<file path="src/rtl/mem_access_seq.sv">
// mem_access_seq: splits CPU byte/halfword/word accesses into aligned beats on a LANES-byte memory.
// Define MEM_ACCESS_SEQ_ALIGN_CHECK_EN to reject misaligned or size=11 requests through o_err.
module mem_access_seq #(
  parameter int MEM_DEPTH = 2**12,
  parameter int LANES     = 2,
  localparam int ADDR_WIDTH = $clog2(MEM_DEPTH*LANES),
  localparam int MEM_AW     = $clog2(MEM_DEPTH)
) (
  input  logic                  clk,
  input  logic                  rst,
  input  logic                  i_req,
  input  logic                  i_we,
  input  logic [1:0]            i_size,
  input  logic                  i_signed,
  input  logic [ADDR_WIDTH-1:0] i_addr,
  input  logic [31:0]           i_wdata,
  output logic                  o_ready,
  output logic                  o_done,
  output logic [31:0]           o_rdata,
  output logic                  o_err,
  input  logic [0:LANES-1][7:0] i_mem_do,
  output logic [0:LANES-1][7:0] o_mem_di,
  output logic [MEM_AW-1:0]     o_mem_addr,
  output logic                  o_mem_en,
  output logic                  o_mem_rd_en,
  output logic [0:LANES-1]      o_mem_wr_en
);
  localparam int LANE_BITS = $clog2(LANES);

  // states: IDLE accept | ISSUE drive beat | WAIT last read data | DONE pulse | ERR reject pulse
  typedef enum logic [2:0] {IDLE, ISSUE, WAIT, DONE, ERR} state_t;

  state_t                state_q, state_n;
  logic [1:0]            beat_q, beat_n;
  logic                  we_q, we_n, sgn_q, sgn_n;
  logic [1:0]            sz_q, sz_n;
  logic [ADDR_WIDTH-1:0] addr_q, addr_n;
  logic [31:0]           wdata_q, wdata_n, acc_q, acc_n, rdata_n;

  logic                  ready_n, done_n, err_n, en_n, rd_en_n;
  logic [0:LANES-1]      wr_en_n;
  logic [0:LANES-1][7:0] di_n;
  logic [MEM_AW-1:0]     maddr_n;

  logic                  bad, last, issue_n;
  logic [1:0]            req_sz, cap, off_q, off_n;
  logic [ADDR_WIDTH-1:0] req_addr;
  logic [LANES*8-1:0]    mem_le;
  logic [31:0]           word_val, sub_val;

  function automatic logic [31:0] extend(input logic [1:0] sz, input logic sgn, input logic [31:0] v);
    logic [31:0] r;
    case (sz)
      2'b00:   r = {{24{sgn & v[7]}}, v[7:0]};
      2'b01:   r = {{16{sgn & v[15]}}, v[15:0]};
      default: r = v;
    endcase
    return r;
  endfunction

  always_ff @(posedge clk or posedge rst) begin
    if (rst) begin
      state_q     <= IDLE;
      beat_q      <= '0;
      we_q        <= 1'b0;
      sgn_q       <= 1'b0;
      sz_q        <= '0;
      addr_q      <= '0;
      wdata_q     <= '0;
      acc_q       <= '0;
      o_ready     <= 1'b1;
      o_done      <= 1'b0;
      o_err       <= 1'b0;
      o_rdata     <= '0;
      o_mem_en    <= 1'b0;
      o_mem_rd_en <= 1'b0;
      o_mem_wr_en <= '0;
      o_mem_di    <= '0;
      o_mem_addr  <= '0;
    end else begin
      state_q     <= state_n;
      beat_q      <= beat_n;
      we_q        <= we_n;
      sgn_q       <= sgn_n;
      sz_q        <= sz_n;
      addr_q      <= addr_n;
      wdata_q     <= wdata_n;
      acc_q       <= acc_n;
      o_ready     <= ready_n;
      o_done      <= done_n;
      o_err       <= err_n;
      o_rdata     <= rdata_n;
      o_mem_en    <= en_n;
      o_mem_rd_en <= rd_en_n;
      o_mem_wr_en <= wr_en_n;
      o_mem_di    <= di_n;
      o_mem_addr  <= maddr_n;
    end
  end

  always_comb begin
    state_n  = state_q;
    beat_n   = beat_q;
    we_n     = we_q;
    sgn_n    = sgn_q;
    sz_n     = sz_q;
    addr_n   = addr_q;
    wdata_n  = wdata_q;
    acc_n    = acc_q;
    rdata_n  = o_rdata;
    bad      = 1'b0;
    req_sz   = i_size;
    req_addr = i_addr;
`ifdef MEM_ACCESS_SEQ_ALIGN_CHECK_EN
    bad = (i_size == 2'b11) || (i_size == 2'b01 && i_addr[0]) ||
          (i_size == 2'b10 && i_addr[1:0] != 2'b00);
`else
    if (i_size == 2'b11) req_sz = 2'b10;
    case (req_sz)
      2'b01:   req_addr[0]   = 1'b0;
      2'b10:   req_addr[1:0] = 2'b00;
      default: ;
    endcase
`endif

    // little-endian view of the returned word: lane k is byte k
    mem_le = '0;
    for (int k = 0; k < LANES; k++) mem_le[8*k +: 8] = i_mem_do[k];
    cap      = (state_q == WAIT) ? beat_q : beat_q - 2'd1;
    off_q    = 2'(addr_q[LANE_BITS-1:0]);
    word_val = acc_q | (32'(mem_le) << (8*LANES*cap));
    sub_val  = 32'(mem_le >> (8*off_q));
    last     = (sz_q == 2'b10 && LANES == 2) ? (beat_q == 2'd1) : 1'b1;

    case (state_q)
      IDLE: begin
        if (i_req) begin
          we_n    = i_we;
          sz_n    = req_sz;
          sgn_n   = i_signed;
          addr_n  = req_addr;
          wdata_n = i_wdata;
          beat_n  = '0;
          acc_n   = '0;
          state_n = bad ? ERR : ISSUE;
        end
      end
      ISSUE: begin
        if (!we_q && beat_q != 2'd0) acc_n = word_val;
        if (last) state_n = we_q ? DONE : WAIT;
        else      beat_n  = beat_q + 2'd1;
      end
      WAIT: begin
        rdata_n = extend(sz_q, sgn_q, (sz_q == 2'b10) ? word_val : sub_val);
        state_n = DONE;
      end
      default: state_n = IDLE;
    endcase

    // memory-side outputs are computed for the next state so they come straight off flops
    issue_n = (state_n == ISSUE);
    ready_n = (state_n == IDLE);
    done_n  = (state_n == DONE);
`ifdef MEM_ACCESS_SEQ_ALIGN_CHECK_EN
    err_n   = (state_n == ERR);
`else
    err_n   = 1'b0;
`endif
    en_n    = issue_n;
    rd_en_n = issue_n && !we_n;
    maddr_n = issue_n ? MEM_AW'(addr_n >> LANE_BITS) + MEM_AW'(beat_n) : '0;
    off_n   = 2'(addr_n[LANE_BITS-1:0]);
    di_n    = '0;
    wr_en_n = '0;
    if (issue_n && we_n) begin
      for (int k = 0; k < LANES; k++) begin
        case (sz_n)
          2'b00: begin
            di_n[k]    = wdata_n[7:0];
            wr_en_n[k] = (2'(k) == off_n);
          end
          2'b01: begin
            di_n[k]    = wdata_n[8*(k%2) +: 8];
            wr_en_n[k] = (2'(k) == off_n) || (2'(k) == off_n + 2'd1);
          end
          default: begin
            for (int j = 0; j < 4; j++)
              if (int'(beat_n)*LANES + k == j) di_n[k] = wdata_n[8*j +: 8];
            wr_en_n[k] = 1'b1;
          end
        endcase
      end
    end
  end
endmodule

</file>
<file path="config.mk">
export PLATFORM = sky130hd
export DESIGN_NAME = mem_access_seq
export DESIGN_NICKNAME = d
export VERILOG_FILES = /design/src/rtl/mem_access_seq.sv
export SDC_FILE = /design/constraint.sdc
export NUM_CORES = 1
export LEC_CHECK = 0
export ABC_AREA = 1
export BUFFER_PORTS_ARGS = -buffer_cell sky130_fd_sc_hd__buf_2
export CORE_UTILIZATION = 45
export CTS_CLUSTER_DIAMETER = 100
export DETAILED_ROUTE_END_ITERATION = 12
export HOLD_SLACK_MARGIN = 0.05
export PLACE_DENSITY = 0.75
export RECOVER_POWER = 100
export SETUP_SLACK_MARGIN = 0.4
export SLEW_MARGIN = 40
export SYNTH_ARGS = -nofsm -noshare
export SYNTH_HDL_FRONTEND = slang
export SYNTH_SLANG_ARGS = --single-unit
</file>
<file path="constraint.sdc">
create_clock -name clk -period 13.2 [get_ports clk]
set_input_delay 3.3 -clock clk [delete_from_list [all_inputs] [get_ports clk]]
set_output_delay 3.3 -clock clk [all_outputs]
set_load 0.01 [all_outputs]
</file>
==> impl_summary.log <==
[metrics] antenna violations before repair: 0
[metrics] Layout Cells excl Fill: 1,226
[metrics] number of hold-slack violations in the final timing report: 0
[metrics] deepest clock path buffer count: 2
[metrics] starting density of the core: 46.1%
[metrics] multi-input combinational cell area: 2890 um^2
[metrics] clock tree from TritonCTS: yes
[metrics] pwr dens: 236 nW/um^2
[metrics] final worst clock skew: 7.07 ps
[metrics] startpoint class of the critical path: input pin
[metrics] vertical extent of the die: 129 um
[metrics] run status: finished with violations
[metrics] CORE AREA: 15,800 um^2
[metrics] CTS buffer count: 17
[metrics] Sink Count: 152
[metrics] Min Clock Period, post-route: 8120 ps
[metrics] total number of H-tree levels: 4
[metrics] library cells used by synthesis: 38
[metrics] Setup Viol. Count Final: 0
[metrics] DRT Wirelength: 18,100 um
[metrics] Syn. warnings: 0
[metrics] GP Congestion: 0.842
[metrics] crit end category: asynchronous set/reset pin
[metrics] GR Util All Layers: 22.7%
[metrics] largest driver fanout on the critical path: 94
[metrics] total of buffers placed on input and output ports: 133
[metrics] Site Rows: 46
[metrics] largest family of logic cells by synthesized area: simple AND/OR/NAND/NOR gates
[metrics] fraction of layout cells with a size suffix above 1: 14.1%
[metrics] pin count of the biggest net entering global routing: 95
[metrics] area share of the largest cell type after synthesis: 51.8%
[metrics] via count of the first global-routing pass: 5,944
[metrics] Slew HR: -171%
[metrics] MaxCap Viol Count: 4
[metrics] area share of xor/xnor cells in the synthesized design: 0.120%
[metrics] final setup TNS: 0 ps
[metrics] sum of buffers and inverters on the critical path: 3
[metrics] number of violations reported at the end of detailed-routing iteration 0: 455
[metrics] IR drop worst, VDD: 127 uV
[metrics] CTS root buf: sky130_fd_sc_hd__clkbuf_16
[metrics] die area: 16,700 um^2
[metrics] synthesized cell area: 7290 um^2
[metrics] largest incremental delay on the critical path: 2300 ps
[metrics] Sw Share: 40.1%
[metrics] switching power: 806 uW
[metrics] DRC violation count after routing: 0
[metrics] total internal power: 1.20 mW
[metrics] first-pass GRT wire length: 29,200 um
[metrics] post-DP HPWL: 12,100 um
[metrics] via density per instance: 5.11
[metrics] horizontal die dimension: 129 um
[metrics] number of primary I/O pins: 135
[metrics] cell family contributing the most delay on the critical path: buffers and inverters
[metrics] synthesized area per cell: 8.29 um^2
[metrics] filler cell count in the final layout: 1,512
[metrics] cell types occupying the most area after synthesis: sky130_fd_sc_hd__dfrtp_1 (52%), sky130_fd_sc_hd__nand2_1 (14%), sky130_fd_sc_hd__nand3_1 (4.9%)
[metrics] required time at the endpoint of the critical path: 13,060 ps
[metrics] leading area contributor after synthesis: sky130_fd_sc_hd__dfrtp_1
[metrics] drt pass-1 iters: 5
[metrics] RSZ-0062 raised after global routing: no
[metrics] Routed WL per cell: 14.8 um
[metrics] Clock Pin Slew Worst Setup and Hold Paths: 70 ps
[metrics] Total Nets Final: 1,070
[metrics] Worst-Margin Slew: 4050 ps
[metrics] Max Freq: 0.123 GHz
[metrics] number of storage elements in the synthesis netlist: 152
[metrics] remaining antenna violation count: 0
[metrics] area added between synthesis and finish: 16.9%
[metrics] cell total after placement: 1,194
[metrics] cell with the largest stage delay on the worst path: sky130_fd_sc_hd__clkbuf_1
[metrics] number of vias in the routed layout: 6,265
[metrics] post-synthesis sequential area ratio: 52.2%
[metrics] Post-CTS Resized: 0
[metrics] buffer count from post-CTS setup fixing: 0
[metrics] later-pin clock latency in the skew report: 420 ps
[metrics] number of buffers added to fix hold violations after cts: 0
[metrics] min-delay worst type: register to register
[metrics] Crit path arrival time: 7980 ps
[metrics] sequential standard cell area: 3800 um^2
[metrics] antenna diode count: 0
[metrics] post-route clock period utilization: 61.5%
[metrics] fraction of power consumed by the clock network: 27.3%
[metrics] ordered list of cells on the worst path: buf_2 > clkinvlp_2 > clkbuf_1
[metrics] basic-gate share of the synthesized area counting and, or, nand and nor cells: 28.4%
[metrics] fraction of the mapped netlist area in compound gates: 11.1%
[metrics] Max Transition Viols Final: 243
[metrics] multiplexer share of the synthesized area: 0%
[metrics] sequential share of power: 34.9%
[metrics] Worst Setup Path Type: input pin to asynchronous set/reset pin
[metrics] overflow left after global routing: 0
[metrics] Mapped Cells: 880
[metrics] Leakage: 4.30 nW
[metrics] share of power burned in combinational logic: 37.8%
[metrics] adder and majority cell fraction of the synthesized area: 0.961%
[metrics] violated checks: capacitance limit, slew limit
==> metal layers <==
metal	vias up	track usage, %	wire length, um
li1	3039	-	-
met1	2952	30.1	8000
met2	249	36.9	8590
met3	25	4.62	1210
met4	0	8.03	311
met5	-	0	0
==> sequential cells by signal (all words and copies together) (netlist names) <==
register     cells
o_mem_addr      12
o_mem_di        16
o_done           1
wdata_q         32
o_ready          1
o_mem_wr_en      2
we_q             1
o_rdata         32
acc_q           32
state_q          3
o_mem_en         1
o_mem_rd_en      1
addr_q          13
sgn_q            1
sz_q             2
beat_q           2
==> layout make-up <==
cell class	count	area share (%)
sequential	152	44.6
multi-input combinational	606	33.8
timing repair buffer	136	6.89
clock buffer	17	4.99
inverter	84	3.71
tap	216	3.17
clock inverter	15	2.79
==> path summary, 6_finish.rpt <==
kind / start / end / slack (ps) / cells after the start
worst max register to register: sz_q[1] / o_mem_addr[10] / 8010 / 16
worst min-delay path: wdata_q[22] / wdata_q[22] / 480 / 2
max in group clk: i_req / o_mem_addr[11] / 5670 / 17
worst min register to register: wdata_q[22] / wdata_q[22] / 480 / 2
min in group asynchronous: rst / addr_q[6] / 4080 / 2
worst max-delay path: rst / o_rdata[23] / 5080 / 3
==> tightest hold or removal path: stages (launching register included) <==
cell                      delay (ps)
sky130_fd_sc_hd__dfrtp_1         320
sky130_fd_sc_hd__nand2_1          50
sky130_fd_sc_hd__nand2_1          80
==> Yosys cell counts <==
cell,n
sky130_fd_sc_hd__o21ai_1,2
sky130_fd_sc_hd__nand2_2,10
sky130_fd_sc_hd__buf_6,3
sky130_fd_sc_hd__a21oi_1,31
sky130_fd_sc_hd__nand3_2,1
sky130_fd_sc_hd__o21ai_2,5
sky130_fd_sc_hd__fa_1,1
sky130_fd_sc_hd__nor3_1,2
sky130_fd_sc_hd__clkinv_1,2
sky130_fd_sc_hd__o21ai_0,20
sky130_fd_sc_hd__nand2_4,5
sky130_fd_sc_hd__nor2_2,3
sky130_fd_sc_hd__a22o_1,1
sky130_fd_sc_hd__o211ai_1,8
sky130_fd_sc_hd__or2_2,27
sky130_fd_sc_hd__nand3_1,72
sky130_fd_sc_hd__conb_1,1
sky130_fd_sc_hd__o21ai_4,2
sky130_fd_sc_hd__ha_1,4
sky130_fd_sc_hd__a31oi_1,9
sky130_fd_sc_hd__clkbuf_1,10
sky130_fd_sc_hd__xor2_1,1
sky130_fd_sc_hd__a21boi_0,13
sky130_fd_sc_hd__dfrtp_1,151
sky130_fd_sc_hd__buf_4,5
sky130_fd_sc_hd__inv_1,78
sky130_fd_sc_hd__nor2_4,3
sky130_fd_sc_hd__o21bai_1,14
sky130_fd_sc_hd__buf_1,2
sky130_fd_sc_hd__a22oi_1,19
sky130_fd_sc_hd__dfstp_2,1
sky130_fd_sc_hd__nand4_1,3
sky130_fd_sc_hd__inv_2,4
sky130_fd_sc_hd__nor2_1,69
sky130_fd_sc_hd__buf_2,19
sky130_fd_sc_hd__nand2_1,277
sky130_fd_sc_hd__nor3_2,1
sky130_fd_sc_hd__nor2_8,1
==> power by group through the flow <==
stage	logic, mW	registers, mW	clock network, mW
floorplan	0.546	0.733	0
global placement	0.777	0.702	0
detailed placement	0.794	0.706	0
CTS	0.800	0.700	0.554
global route	0.860	0.720	0.574
finish	0.759	0.702	0.549
==> cells by family (layout without fill, tap and decap cells) <==
logic type      count (synthesis)  count (layout)
simple gates                  474             474
other cells                     1               2
fa+ha+maj                       5               5
flops                         152             152
compound gates                124             124
xor+xnor                        1               1
buf+inv                       123             252
==> cells in the final DEF (no fill, tap or decap), types with 3 or more instances in the layout <==
cell type	instances
sky130_fd_sc_hd__a31oi_1	9
sky130_fd_sc_hd__inv_6	4
sky130_fd_sc_hd__o211ai_1	8
sky130_fd_sc_hd__inv_2	4
sky130_fd_sc_hd__or2_2	27
sky130_fd_sc_hd__nand3_1	73
sky130_fd_sc_hd__nor2_1	72
sky130_fd_sc_hd__o21bai_1	14
sky130_fd_sc_hd__nand2_4	3
sky130_fd_sc_hd__bufinv_16	5
sky130_fd_sc_hd__inv_1	77
sky130_fd_sc_hd__nand4_1	3
sky130_fd_sc_hd__a21boi_0	13
sky130_fd_sc_hd__ha_1	4
sky130_fd_sc_hd__dfrtp_1	151
sky130_fd_sc_hd__a21oi_1	31
sky130_fd_sc_hd__clkbuf_1	76
sky130_fd_sc_hd__clkinv_4	3
sky130_fd_sc_hd__nand2_2	7
sky130_fd_sc_hd__nand2_1	282
sky130_fd_sc_hd__buf_2	59
sky130_fd_sc_hd__o21ai_0	26
sky130_fd_sc_hd__clkbuf_16	17
sky130_fd_sc_hd__a22oi_1	19
==> stage by stage <==
step / power [mW] / hold slack, ps / worst slack, ps / util [%] / cell area, um^2
after floorplan: 1.28 / 445 / 5810 / - / 7300
after global placement: 1.48 / 461 / 7020 / 50.9 / 8050
after detailed placement: 1.50 / 464 / 6960 / 50.9 / 8060
after CTS: 2.05 / 478 / 7410 / 55.1 / 8720
after global routing: 2.15 / 493 / 3930 / 53.9 / 8530
final: 2.01 / 478 / 5080 / 53.9 / 8530
Power figures use the tool's default switching activity.
